**src/rtl/ahb_slave_mem.sv**
```systemverilog
// AHB-Lite memory responder: word storage with byte/halfword lanes,
// optional OKAY wait states and the two-cycle ERROR response.
module ahb_slave_mem #(
  parameter logic [31:0] BASE_ADDR   = 32'h8000_0000,
  parameter int unsigned DEPTH       = 16,
  parameter int unsigned WAIT_STATES = 0
) (
  input  logic        hclk,
  input  logic        hreset,
  input  logic [1:0]  htrans,
  input  logic        hwrite,
  input  logic        hreadyin,
  input  logic [2:0]  hburst,
  input  logic [2:0]  hsize,
  input  logic [31:0] haddr,
  input  logic [31:0] hwdata,
  output logic        hreadyout,
  output logic [1:0]  hresp,
  output logic [31:0] hrdata
);

  localparam int unsigned AW = $clog2(DEPTH);

  typedef enum logic [1:0] {st_idle, st_wait, st_err1, st_err2} state_t;

  state_t          state_q;
  logic [2:0]      cnt_q;
  logic            live_q;
  logic            write_q;
  logic [AW-1:0]   idx_q;
  logic [3:0]      lanes_q;
  logic            hreadyout_q;
  logic [1:0]      hresp_q;
  logic [31:0]     mem [DEPTH];

  logic [32:0]     limit;
  logic [31:0]     offset;
  logic            addr_err;
  logic [3:0]      lanes;
  logic [AW-1:0]   idx;
  logic            accept;
  logic            commit;
  logic            unused;

  always_comb begin
    limit  = {1'b0, BASE_ADDR} + 33'(DEPTH * 4);
    offset = haddr - BASE_ADDR;
    idx    = offset[AW+1:2];
    addr_err = (haddr < BASE_ADDR) || ({1'b0, haddr} >= limit) || (hsize > 3'd2) ||
               ((hsize == 3'd1) && haddr[0]) || ((hsize == 3'd2) && (haddr[1:0] != 2'd0));
    lanes = 4'b1111;
    case (hsize)
      3'd0:    lanes = 4'b0001 << haddr[1:0];
      3'd1:    lanes = haddr[1] ? 4'b1100 : 4'b0011;
      default: lanes = 4'b1111;
    endcase
    // New address phases are only taken while the current data phase is completing.
    accept = hreadyin && ((state_q == st_idle) || (state_q == st_err2));
    commit = (state_q == st_idle) && live_q && write_q;
  end

  assign unused = ^{hburst, htrans[0], offset};

  always_ff @(posedge hclk or posedge hreset) begin
    if (hreset) begin
      state_q     <= st_idle;
      cnt_q       <= 3'd0;
      live_q      <= 1'b0;
      write_q     <= 1'b0;
      idx_q       <= '0;
      lanes_q     <= 4'd0;
      hreadyout_q <= 1'b1;
      hresp_q     <= 2'b00;
      for (int i = 0; i < DEPTH; i++) mem[i] <= 32'd0;
    end else begin
      if (commit) begin
        for (int n = 0; n < 4; n++) begin
          if (lanes_q[n]) mem[idx_q][8*n +: 8] <= hwdata[8*n +: 8];
        end
      end
      unique case (state_q)
        st_idle, st_err2: begin
          if (accept) begin
            write_q <= hwrite;
            idx_q   <= idx;
            lanes_q <= lanes;
            if (htrans[1] && addr_err) begin
              live_q      <= 1'b0;
              state_q     <= st_err1;
              hreadyout_q <= 1'b0;
              hresp_q     <= 2'b01;
            end else if (htrans[1] && (WAIT_STATES > 0)) begin
              live_q      <= 1'b1;
              state_q     <= st_wait;
              cnt_q       <= 3'(WAIT_STATES - 1);
              hreadyout_q <= 1'b0;
              hresp_q     <= 2'b00;
            end else begin
              live_q      <= htrans[1];
              state_q     <= st_idle;
              hreadyout_q <= 1'b1;
              hresp_q     <= 2'b00;
            end
          end else begin
            live_q      <= 1'b0;
            state_q     <= st_idle;
            hreadyout_q <= 1'b1;
            hresp_q     <= 2'b00;
          end
        end
        st_wait: begin
          if (cnt_q == 3'd0) begin
            state_q     <= st_idle;
            hreadyout_q <= 1'b1;
          end else begin
            cnt_q <= cnt_q - 3'd1;
          end
        end
        st_err1: begin
          state_q     <= st_err2;
          hreadyout_q <= 1'b1;
          hresp_q     <= 2'b01;
        end
        default: state_q <= st_idle;
      endcase
    end
  end

  assign hreadyout = hreadyout_q;
  assign hresp     = hresp_q;
  // Read data appears only in the completing cycle of a valid, non-error read.
  assign hrdata    = ((state_q == st_idle) && live_q && !write_q) ? mem[idx_q] : 32'd0;

endmodule

```
**config.mk**
```make
export PLATFORM = sky130hd
export DESIGN_NAME = ahb_slave_mem
export DESIGN_NICKNAME = d
export VERILOG_FILES = /design/src/rtl/ahb_slave_mem.sv
export SDC_FILE = /design/constraint.sdc
export NUM_CORES = 1
export LEC_CHECK = 0
export ABC_AREA = 1
export CAP_MARGIN = 20
export CORE_AREA = 8 8 250 252
export DETAILED_ROUTE_END_ITERATION = 10
export DIE_AREA = 0 0 258 260
export HOLD_SLACK_MARGIN = 0.03
export PLACE_DENSITY = 0.7
export SLEW_MARGIN = 20
export SYNTH_ARGS = -nofsm -noshare
export SYNTH_HDL_FRONTEND = slang
export SYNTH_SLANG_ARGS = --single-unit
```
**constraint.sdc**
```tcl
create_clock -name hclk -period 20.1 [get_ports hclk]
set_input_delay 5.025 -clock hclk [delete_from_list [all_inputs] [get_ports hclk]]
set_output_delay 5.025 -clock hclk [all_outputs]
set_load 0.005 [all_outputs]
```
==> summary.md, run 1 <==
| Metric | Value |
|---|---|
| Grt ovf | 0 |
| Core area | 0.0585 mm^2 |
| Placed cell count | 3358 |
| Final Max Slew Viols | 0 |
| Dpl cell area | 0.0245 mm^2 |
| Filler Cells Inserted | 5502 |
| Status | finished, final reports clean |
| Post-CTS setup buffers | 0 |
| Critical Path RT | 15.07 ns |
| Net Count, Synth | 2715 |
| Sum of negative setup slack | 0 ns |
| First-pass GRT wire length | 104000 um |
| Final ANT Viol Nets | 0 |
| Initial antenna violation count | 0 |
| # H-tree levels | 2 |
| # rows | 89 |
| Fmax | 108 MHz |
| Crit path kind | register to primary output |
| Die W | 258 um |
| Crit path DAT | 4.26 ns |
| Routed wire length per instance | 18.7 um |
| Layout area overhead | 15.1% |
| RSZ-0062 raised after global routing | no |
| Num CTS Buffers | 55 |
| WL met2 | 31200 um |
| Final WL | 64900 um |
| TritonCTS clock tree | done |
| Post-route clock period utilization | 46.2% |
| Via count | 19.1k |
| Worst Tran Pin Value | 1.14 ns |
| Type of destination of the critical path | primary output |
| Layout Cells excl Fill | 3461 |
| Final setup violation count | 0 |
| Post_cts resized | 0 |
| Clk_skew | 0.0153 ns |
| 1st-iter DRT viols | 2097 |
| Most common cell after layout, fill and taps aside | nand2_1 |
| Vias in the first global route | 19.0k |
| Die ar. | 0.0671 mm^2 |
| CTS sink cnt | 529 |
| Design Power | 3.18 mW |
| Mean Syn Cell Area | 8.76 um^2 |
| Fin Hold WS | 0.469 ns |
| Starting Density | 39.5% |
| Max_cap viols | 0 |
| Max Root-Sink Buffers | 3 |
| Post-CTS Hold Fix Bufs | 0 |
| Gpl congestion | 0.786 |
| Share of layout cells above drive strength 1 | 6.03% |
| Core Util, Final | 45.4% |
| Pre-CTS WS | 11.47 ns |
| Clk_lat worst skew | 0.60 ns |
| Mapped cell area | 0.0231 mm^2 |
| Peak supply drop | 0.103 mV |
| Worst hold path class | register to register |
| Top Ports | 111 |
| Cells after Synth | 2633 |
| Met3 WL post-DR | 4480 um |
| Root Driver | clkbuf_16 |
| Met1 WL | 27100 um |
| DR vias/cell | 5.52 |
| Synth Register Bits | 529 |
| Seq/Total Area, Yosys | 57.4% |
| Top sig layer | met4 |
| Static Leak | 12.8 nW |
| Worst setup SP type | register |
| Buffers added on ports | 105 |
| Finished Cell Area | 0.0266 mm^2 |
| # nets final | 2726 |
| Max FO, Critical Path | 81 |
| Worst-path clk slew | 0.06 ns |
| Die Height | 260 um |
| Ys Warns | 0 |
| Hold Fails Final Rpt | 0 |
| HPWL Detailed | 39700 um |
| Antenna Diode Count | 0 |
| Slew margin rel. | 24.0% |
| DRC errors left | 0 |
| Post-synth cell types | 25 |
| Power Dens Cells | 120 mW/mm^2 |
| Setup ws final | 10.81 ns |
| DR pass1 iterations | 8 |
| Most frequent cells in the layout | nand2_1 (909), dfrtp_1 (528), o21ai_0 (501), a22oi_1 (260), clkdlybuf4s50_1 (105) |
| Final min period | 9.29 ns |
| Total GRT Usage | 19.0% |
| Largest net degree at the start of global routing | 201 |
==> layout make-up <==
cell class                 instances  area [um^2]  share of cell area (%)
clock buffer                      76         1600                    6.02
sequential                       529        13200                    49.9
multi-input combinational       1848         8770                    33.0
inverter                          83          322                    1.21
timing repair buffer             127         1270                    4.79
clock inverter                    25          383                    1.44
tap                              773          967                    3.64
==> cells in the mapped netlist <==
| master | count | area [um^2] |
|---|---|---|
| buf_1 | 14 | 52.6 |
| buf_2 | 68 | 340 |
| dfstp_2 | 1 | 26.3 |
| nand2_2 | 27 | 169 |
| clkbuf_1 | 82 | 308 |
| buf_4 | 5 | 37.5 |
| nand2_1 | 909 | 3410 |
| nand3_2 | 1 | 10.0 |
| nand3b_1 | 1 | 7.51 |
| inv_1 | 77 | 289 |
| a22oi_1 | 260 | 1950 |
| nor2_1 | 104 | 390 |
| a21oi_1 | 1 | 5.00 |
| and2_0 | 2 | 12.5 |
| nand3_1 | 2 | 10.0 |
| nor2_2 | 7 | 43.8 |
| buf_6 | 4 | 45.0 |
| xor2_1 | 1 | 8.76 |
| nor2_4 | 1 | 11.3 |
| conb_1 | 1 | 3.75 |
| dfrtp_1 | 528 | 13200 |
| o21ai_0 | 501 | 2510 |
| o21ai_1 | 24 | 120 |
| inv_2 | 6 | 22.5 |
| ha_1 | 6 | 75.1 |
==> report_power, final <==
group / internal (mW) / leakage, nW / total [mW] / switching (mW)
clock: 0.682 / 0.986 / 1.10 / 0.423
sequential: 1.08 / 4.68 / 1.09 / 0.0125
combinational: 0.329 / 7.12 / 0.990 / 0.661
==> logic make-up (layout without fill, tap and decap cells) <==
| kind of cell | count (synthesis) | count (layout) | synth area share [%] |
|---|---|---|---|
| adder cells (fa/ha/maj) | 6 | 6 | 0.325 |
| AND/OR/NAND/NOR | 1054 | 1054 | 17.6 |
| other | 1 | 1 | 0.0163 |
| XOR/XNOR | 1 | 1 | 0.0380 |
| buffers and inverters | 256 | 311 | 4.75 |
| AO/OA/AOI/OAI | 786 | 786 | 19.9 |
| flip-flops | 529 | 529 | 57.4 |
==> worst max-delay path: stages, from the launching register on <==
cell	delay, ns
dfrtp_1	0.47
nand2_1	0.27
inv_4	0.55
buf_4	0.96
a22oi_1	0.22
nand2_1	0.12
nand2_1	0.06
nand2_1	0.12
nor2_1	0.05
nor2_1	0.22
clkdlybuf4s50_1	0.56
==> path summary, 6_finish.rpt <==
kind	depth (start not counted)	from	slack, ns	end
min in group asynchronous	2	hreset	4.86	cnt_q[0]
setup / recovery	10	idx_q[1]	10.81	hrdata[25]
setup reg to reg	8	idx_q[1]	16.10	mem[421]
max in group asynchronous	5	hreset	12.84	mem[382]
hold reg to reg	2	hreadyout	0.47	hreadyout
hold / removal	2	hreadyout	0.47	hreadyout
==> routing by layer <==
layer	vias up	track usage (%)
met5	-	0
met4	0	7.06
li1	8815	-
met1	9445	24.5
met2	719	31.8
met3	140	3.62
==> registers in the layout, summed over array words and instances (netlist names) <==
register	flops
mem	512
idx_q	4
lanes_q	4
cnt_q	3
state_q	2
hreadyout	1
hresp	1
live_q	1
write_q	1
(Power assumes the default switching activity.)
==> run 2, diff against run 1 <==
==> constraint.sdc (replaced) <==
create_clock -name hclk -period 7.5 [get_ports hclk]
set_input_delay 1.875 -clock hclk [delete_from_list [all_inputs] [get_ports hclk]]
set_output_delay 1.875 -clock hclk [all_outputs]
set_load 0.005 [all_outputs]
==> summary.md, run 2 (synthesis results as in run 1) <==
| Metric | Value |
|---|---|
| Post_cts resized | 0 (unchanged) |
| Die ar. | 0.0671 mm^2 (unchanged) |
| Largest registers | mem: 512 flops, idx_q: 4 flops, lanes_q: 4 flops |
| Clk_skew | 0.0248 ns (+0.00950 ns) |
| Worst hold path class | register to register |
| Status | finished, final reports clean |
| Top Ports | 111 (unchanged) |
| First-pass GRT wire length | 104000 um (+0.31%) |
| Largest net degree at the start of global routing | 170 (-15%) |
| GR Util met3 | 3.20% (-0.43 points) |
| Fmax | 172 MHz |
| Worst-path clk slew | 0.06 ns (about the same) |
| Hold_sp | hreadyout |
| Crit path kind | register to primary output |
| Type of destination of the critical path | primary output |
| Num CTS Buffers | 56 (+1.8%) |
| Grt peak-use layer | met2 |
| DRC errors left | 0 (unchanged) |
| Starting Density | 39.5% (unchanged) |
| Max reg flops | 512 (unchanged) |
| Biggest register | mem |
| Peak supply drop | 0.299 mV (+190%) |
| Worst setup SP type | register |
| Gpl congestion | 0.817 (+4.0%) |
| Final WL | 64700 um (-0.21%) |
| Via count | 19.1k (-0.23%) |
| Most common cell after layout, fill and taps aside | nand2_1 |
| Initial antenna violation count | 0 (unchanged) |
| Share of layout cells above drive strength 1 | 5.99% (-0.042 points) |
| Root Driver | clkbuf_16 |
| Grt ovf | 0 (unchanged) |
| # nets final | 2725 (-0.037%) |
| Crit path DAT | 3.93 ns (-0.33 ns) |
| RSZ-0062 raised after global routing | no |
| Total GRT Usage | 19.1% (+0.042 points) |
| DR pass1 iterations | 6 (-2) |
| Post-route clock period utilization | 77.4% |
| 1st-iter DRT viols | 1911 (-8.9%) |
| Max_cap viols | 0 (unchanged) |
| Routed wire length per instance | 18.7 um (-0.27%) |
| Worst Tran Pin Value | 1.10 ns (-0.0445 ns) |
| Final ANT Viol Nets | 0 (unchanged) |
| Final setup violation count | 0 (unchanged) |
| Placed cell count | 3357 (-0.030%) |
| Layout area overhead | 15.2% |
| Die Height | 260 um (unchanged) |
| Post-CTS Hold Fix Bufs | 0 (unchanged) |
| Max FO, Critical Path | 83 (+2.5%) |
| HPWL Detailed | 39700 um (+0.13%) |
| Die W | 258 um (unchanged) |
| Critical Path RT | 5.62 ns (-9.45 ns) |
| Antenna Diode Count | 0 (unchanged) |
| Reg2reg start | idx_q[1] |
| GR Util met1 | 24.6% (+0.11 points) |
| Vias in the first global route | 19.2k (+1.3%) |
| Most frequent cells in the layout | nand2_1 (909), dfrtp_1 (528), o21ai_0 (501), a22oi_1 (260), clkdlybuf4s50_1 (105) |
| DR vias/cell | 5.51 (-0.29%) |
| # H-tree levels | 2 (unchanged) |
| Power Dens Cells | 322 mW/mm^2 (+170%) |
| Hold Path End | hreadyout |
| Max Root-Sink Buffers | 3 (unchanged) |
| Slew margin rel. | 26.8% (+2.8 points) |
| Clk_lat worst skew | 0.62 ns (+0.02 ns) |
| R2R depth | 7 (-1) |
| Post-CTS setup buffers | 0 (unchanged) |
| Reg2Reg Capture Point | mem[229] |
| # rows | 89 (unchanged) |
| CTS sink cnt | 529 (unchanged) |
| Hold Fails Final Rpt | 0 (unchanged) |
| Final min period | 5.80 ns |
| Fin Hold WS | 0.470 ns (+0.00139 ns) |
| Core area | 0.0585 mm^2 (unchanged) |
| Layout Cells excl Fill | 3463 (+0.058%) |
| Static Leak | 12.8 nW (about the same) |
| Reg-to-reg slack, setup | 3.86 ns (-12.24 ns) |
| Buffers added on ports | 105 (unchanged) |
| TritonCTS clock tree | done |
| Final Max Slew Viols | 0 (unchanged) |
| Met2 Use GR | 31.9% (+0.096 points) |
| Hold Path Depth | 2 (unchanged) |
run 2: changes by cell type in the layout (fill, tap and decap cells not counted), sizes merged:
cell	previous run	this run
clkinvlp	0	4
buf	22	20
clkbuf	76	87
bufinv	10	7
clkinv	14	6
run 2: per-layer routing:
| layer | share of wire (%) | wire length, um |
|---|---|---|
| met1 | 42 | 27300 |
| met2 | 48 | 31200 |
| met3 | 6.6 | 4270 |
| met4 | 3.1 | 1980 |
| met5 | 0 | 0 |
run 2: worst max path at each step:
stage,start,to,slack [ns],cells past startpoint
2_1_floorplan,hreset,cnt_q[0],-1.56,1
3_3_place_gp,idx_q[0],hrdata[9],2.36,10
3_5_place_dp,idx_q[1],hrdata[9],2.34,10
4_1_cts,idx_q[1],hrdata[9],1.68,10
5_1_grt,idx_q[1],hrdata[9],1.45,10
6_report,idx_q[1],hrdata[27],1.70,10
run 2: power breakdown:
part	switching (mW)	internal [mW]
Sequential	0.0337	2.89
Combinational	1.78	0.903
Clock	1.15	1.81
Total	2.96	5.60
run 2: cell type report:
type                            instances  area [um^2]
Clock inverter                         18          280
Tap cell                              773          967
Inverter                               83          318
Timing Repair Buffer                  125         1300
Sequential cell                       529        13200
Multi-Input combinational cell       1848         8770
Clock buffer                           87         1720
Fill cell                            5472        31900
run 2: critical path, cell delays in order (launching register included):
cell	delay [ns]
dfrtp_1	0.47
nand2_1	0.27
inv_4	0.87
buf_4	0.46
a22oi_1	0.15
nand2_1	0.09
nand2_1	0.08
nand2_1	0.15
nor2_1	0.06
nor2_1	0.15
clkdlybuf4s50_1	0.54
run 2: metrics by stage:
step / TNS, ns / setup slack [ns] / total power, mW / utilization, % / cell area [um^2]
finish: 0 / 1.70 / 8.56 / 45.5 / 26600
global route: 0 / 1.45 / 8.99 / 45.5 / 26600
CTS: 0 / 1.68 / 8.55 / 45.4 / 26600
detailed placement: 0 / 2.34 / 5.59 / 42.0 / 24600
global placement: 0 / 2.36 / 5.56 / 42.0 / 24600
floorplan: -825.95 / -1.56 / 4.80 / - / 23100
==> run 3, diff against run 2 <==
--- a/config.mk
+++ b/config.mk
@@ -11,7 +11,7 @@
 export DETAILED_ROUTE_END_ITERATION = 10
 export DIE_AREA = 0 0 258 260
 export HOLD_SLACK_MARGIN = 0.03
-export PLACE_DENSITY = 0.7
+export PLACE_DENSITY = 0.68
 export SLEW_MARGIN = 20
 export SYNTH_ARGS = -nofsm -noshare
 export SYNTH_HDL_FRONTEND = slang
==> constraint.sdc (replaced) <==
create_clock -name hclk -period 5.6 [get_ports hclk]
set_input_delay 1.4 -clock hclk [delete_from_list [all_inputs] [get_ports hclk]]
set_output_delay 1.4 -clock hclk [all_outputs]
set_load 0.005 [all_outputs]
==> summary.md, run 3 (synthesis results as in run 1) <==
| Metric | Value |
|---|---|
| Design Power | 11.5 mW (+35%) |
| Biggest register | mem |
| Total GRT Usage | 19.0% (about the same) |
| R2R depth | 7 (unchanged) |
| Post-CTS Hold Fix Bufs | 0 (unchanged) |
| Clk_skew | 0.0375 ns (+0.0127 ns) |
| Pre-CTS WS | 1.34 ns (-1.00 ns) |
| Layout area overhead | 15.6% |
| Reg-to-reg slack, setup | 2.24 ns (-1.62 ns) |
| 1st-iter DRT viols | 1817 (-4.9%) |
| Worst-path clk slew | 0.06 ns (about the same) |
| Static Leak | 12.8 nW (+0.39%) |
| Layout Cells excl Fill | 3464 (+0.029%) |
| Final min period | 4.89 ns |
| Worst Tran Pin Value | 0.956 ns (-0.140 ns) |
| Setup ws final | 0.707 ns (-0.990 ns) |
| Vias in the first global route | 18.9k (-1.5%) |
| Slew margin rel. | 36.1% (+9.3 points) |
| Max_cap viols | 0 (unchanged) |
| Power Dens Cells | 432 mW/mm^2 (+34%) |
| Crit path kind | register to primary output |
| DRC errors left | 0 (unchanged) |
| CTS sink cnt | 529 (unchanged) |
| Top Ports | 111 (unchanged) |
| Share of layout cells above drive strength 1 | 6.17% (+0.18 points) |
| Die Height | 260 um (unchanged) |
| Die ar. | 0.0671 mm^2 (unchanged) |
| Placed cell count | 3364 (+0.21%) |
| Most frequent cells in the layout | nand2_1 (909), dfrtp_1 (528), o21ai_0 (501), a22oi_1 (260), clkdlybuf4s50_1 (105) |
| Max Root-Sink Buffers | 3 (unchanged) |
| Hold_sp | hreadyout |
| Fmax | 204 MHz |
| RSZ-0062 raised after global routing | no |
| Status | finished, final reports clean |
| # rows | 89 (unchanged) |
| Crit path DAT | 3.49 ns (-0.44 ns) |
| # nets final | 2730 (+0.18%) |
| Max FO, Critical Path | 64 (-23%) |
| Clk_lat worst skew | 0.62 ns (about the same) |
| Core area | 0.0585 mm^2 (unchanged) |
| First-pass GRT wire length | 104000 um (-0.52%) |
| Via count | 19.1k (-0.063%) |
| Final setup violation count | 0 (unchanged) |
| Routed wire length per instance | 18.8 um (+0.76%) |
| Starting Density | 39.5% (unchanged) |
| Worst setup SP type | register |
| Post-CTS setup buffers | 0 (unchanged) |
| Gpl congestion | 0.807 (-1.2%) |
| Buffers added on ports | 105 (unchanged) |
| Post-route clock period utilization | 87.4% |
| Hold Path End | hreadyout |
| Post_cts resized | 0 (unchanged) |
| DR pass1 iterations | 7 (+1) |
| Largest registers | mem: 512 flops, idx_q: 4 flops, lanes_q: 4 flops |
| DR vias/cell | 5.50 (about the same) |
| HPWL Detailed | 39900 um (+0.45%) |
| Hold Path Depth | 2 (unchanged) |
| Grt ovf | 0 (unchanged) |
| Largest net degree at the start of global routing | 155 (-8.8%) |
| Critical Path RT | 4.20 ns (-1.42 ns) |
| Hold Fails Final Rpt | 0 (unchanged) |
| Die W | 258 um (unchanged) |
| Reg2reg start | idx_q[0] |
| Worst hold path class | register to register |
| CP startpoint | idx_q[1] |
| Num CTS Buffers | 54 (-3.6%) |
| Type of destination of the critical path | primary output |
| Initial antenna violation count | 0 (unchanged) |
| Final WL | 65200 um (+0.79%) |
| Reg2Reg Capture Point | mem[207] |
| Peak supply drop | 0.438 mV (+47%) |
| Max reg flops | 512 (unchanged) |
| Most common cell after layout, fill and taps aside | nand2_1 |
| Dpl cell area | 0.0247 mm^2 (+0.45%) |
| Antenna Diode Count | 0 (unchanged) |
| Core Util, Final | 45.6% (+0.14 points) |
| # H-tree levels | 2 (unchanged) |
| Final ANT Viol Nets | 0 (unchanged) |
| TritonCTS clock tree | done |
| Root Driver | clkbuf_16 |
| Final Max Slew Viols | 0 (unchanged) |
| Finished Cell Area | 0.0267 mm^2 (+0.32%) |
run 3: power breakdown:
part,total [mW],switching (mW),internal (mW)
clock network,3.94,1.53,2.41
logic,3.67,2.42,1.25
registers,3.91,0.0450,3.87
total,11.5,3.99,7.52
run 3: routing by layer:
| metal | vias up | GRT usage [%] | share of wire (%) |
|---|---|---|---|
| met1 | 9428 | 24.1 | 42 |
| met4 | 0 | 7.19 | 3.2 |
| li1 | 8817 | - | - |
| met5 | - | 0 | 0 |
| met3 | 134 | 2.99 | 6.4 |
| met2 | 684 | 32.8 | 49 |
run 3: worst max-delay path, stage by stage, from the launching register on:
cell and delay [ns]:
dfrtp_1 0.47, nand2_1 0.25, inv_4 0.12, buf_4 0.67, a22oi_1 0.19, nand2_1 0.10, nand2_1 0.06, nand2_1 0.09
nor2_1 0.04, nor2_1 0.22, clkdlybuf4s50_1 0.57
run 3: how the worst max path moves through the flow:
stage	end	depth (start not counted)	slack, ns
finish	hrdata[7]	10	0.71
global route	hrdata[29]	10	0.54
CTS	hrdata[7]	10	0.68
detailed placement	hrdata[7]	10	1.34
global placement	hrdata[7]	10	1.34
floorplan	cnt_q[0]	1	-2.99
run 3: layout make-up:
type                       instances  area [um^2]
clock buffer                      77         1610
inverter                          83          318
multi-input combinational       1848         8770
clock inverter                    22          363
timing repair buffer             132         1410
fill                            5492        31800
sequential                       529        13200
tap                              773          967
run 3: per-stage QoR:
stage	hold slack [ns]	TNS (ns)
5_1_grt	0.486	0
6_report	0.469	0
3_3_place_gp	0.457	0
4_1_cts	0.472	0
3_5_place_dp	0.463	0
2_1_floorplan	0.442	-1579.33
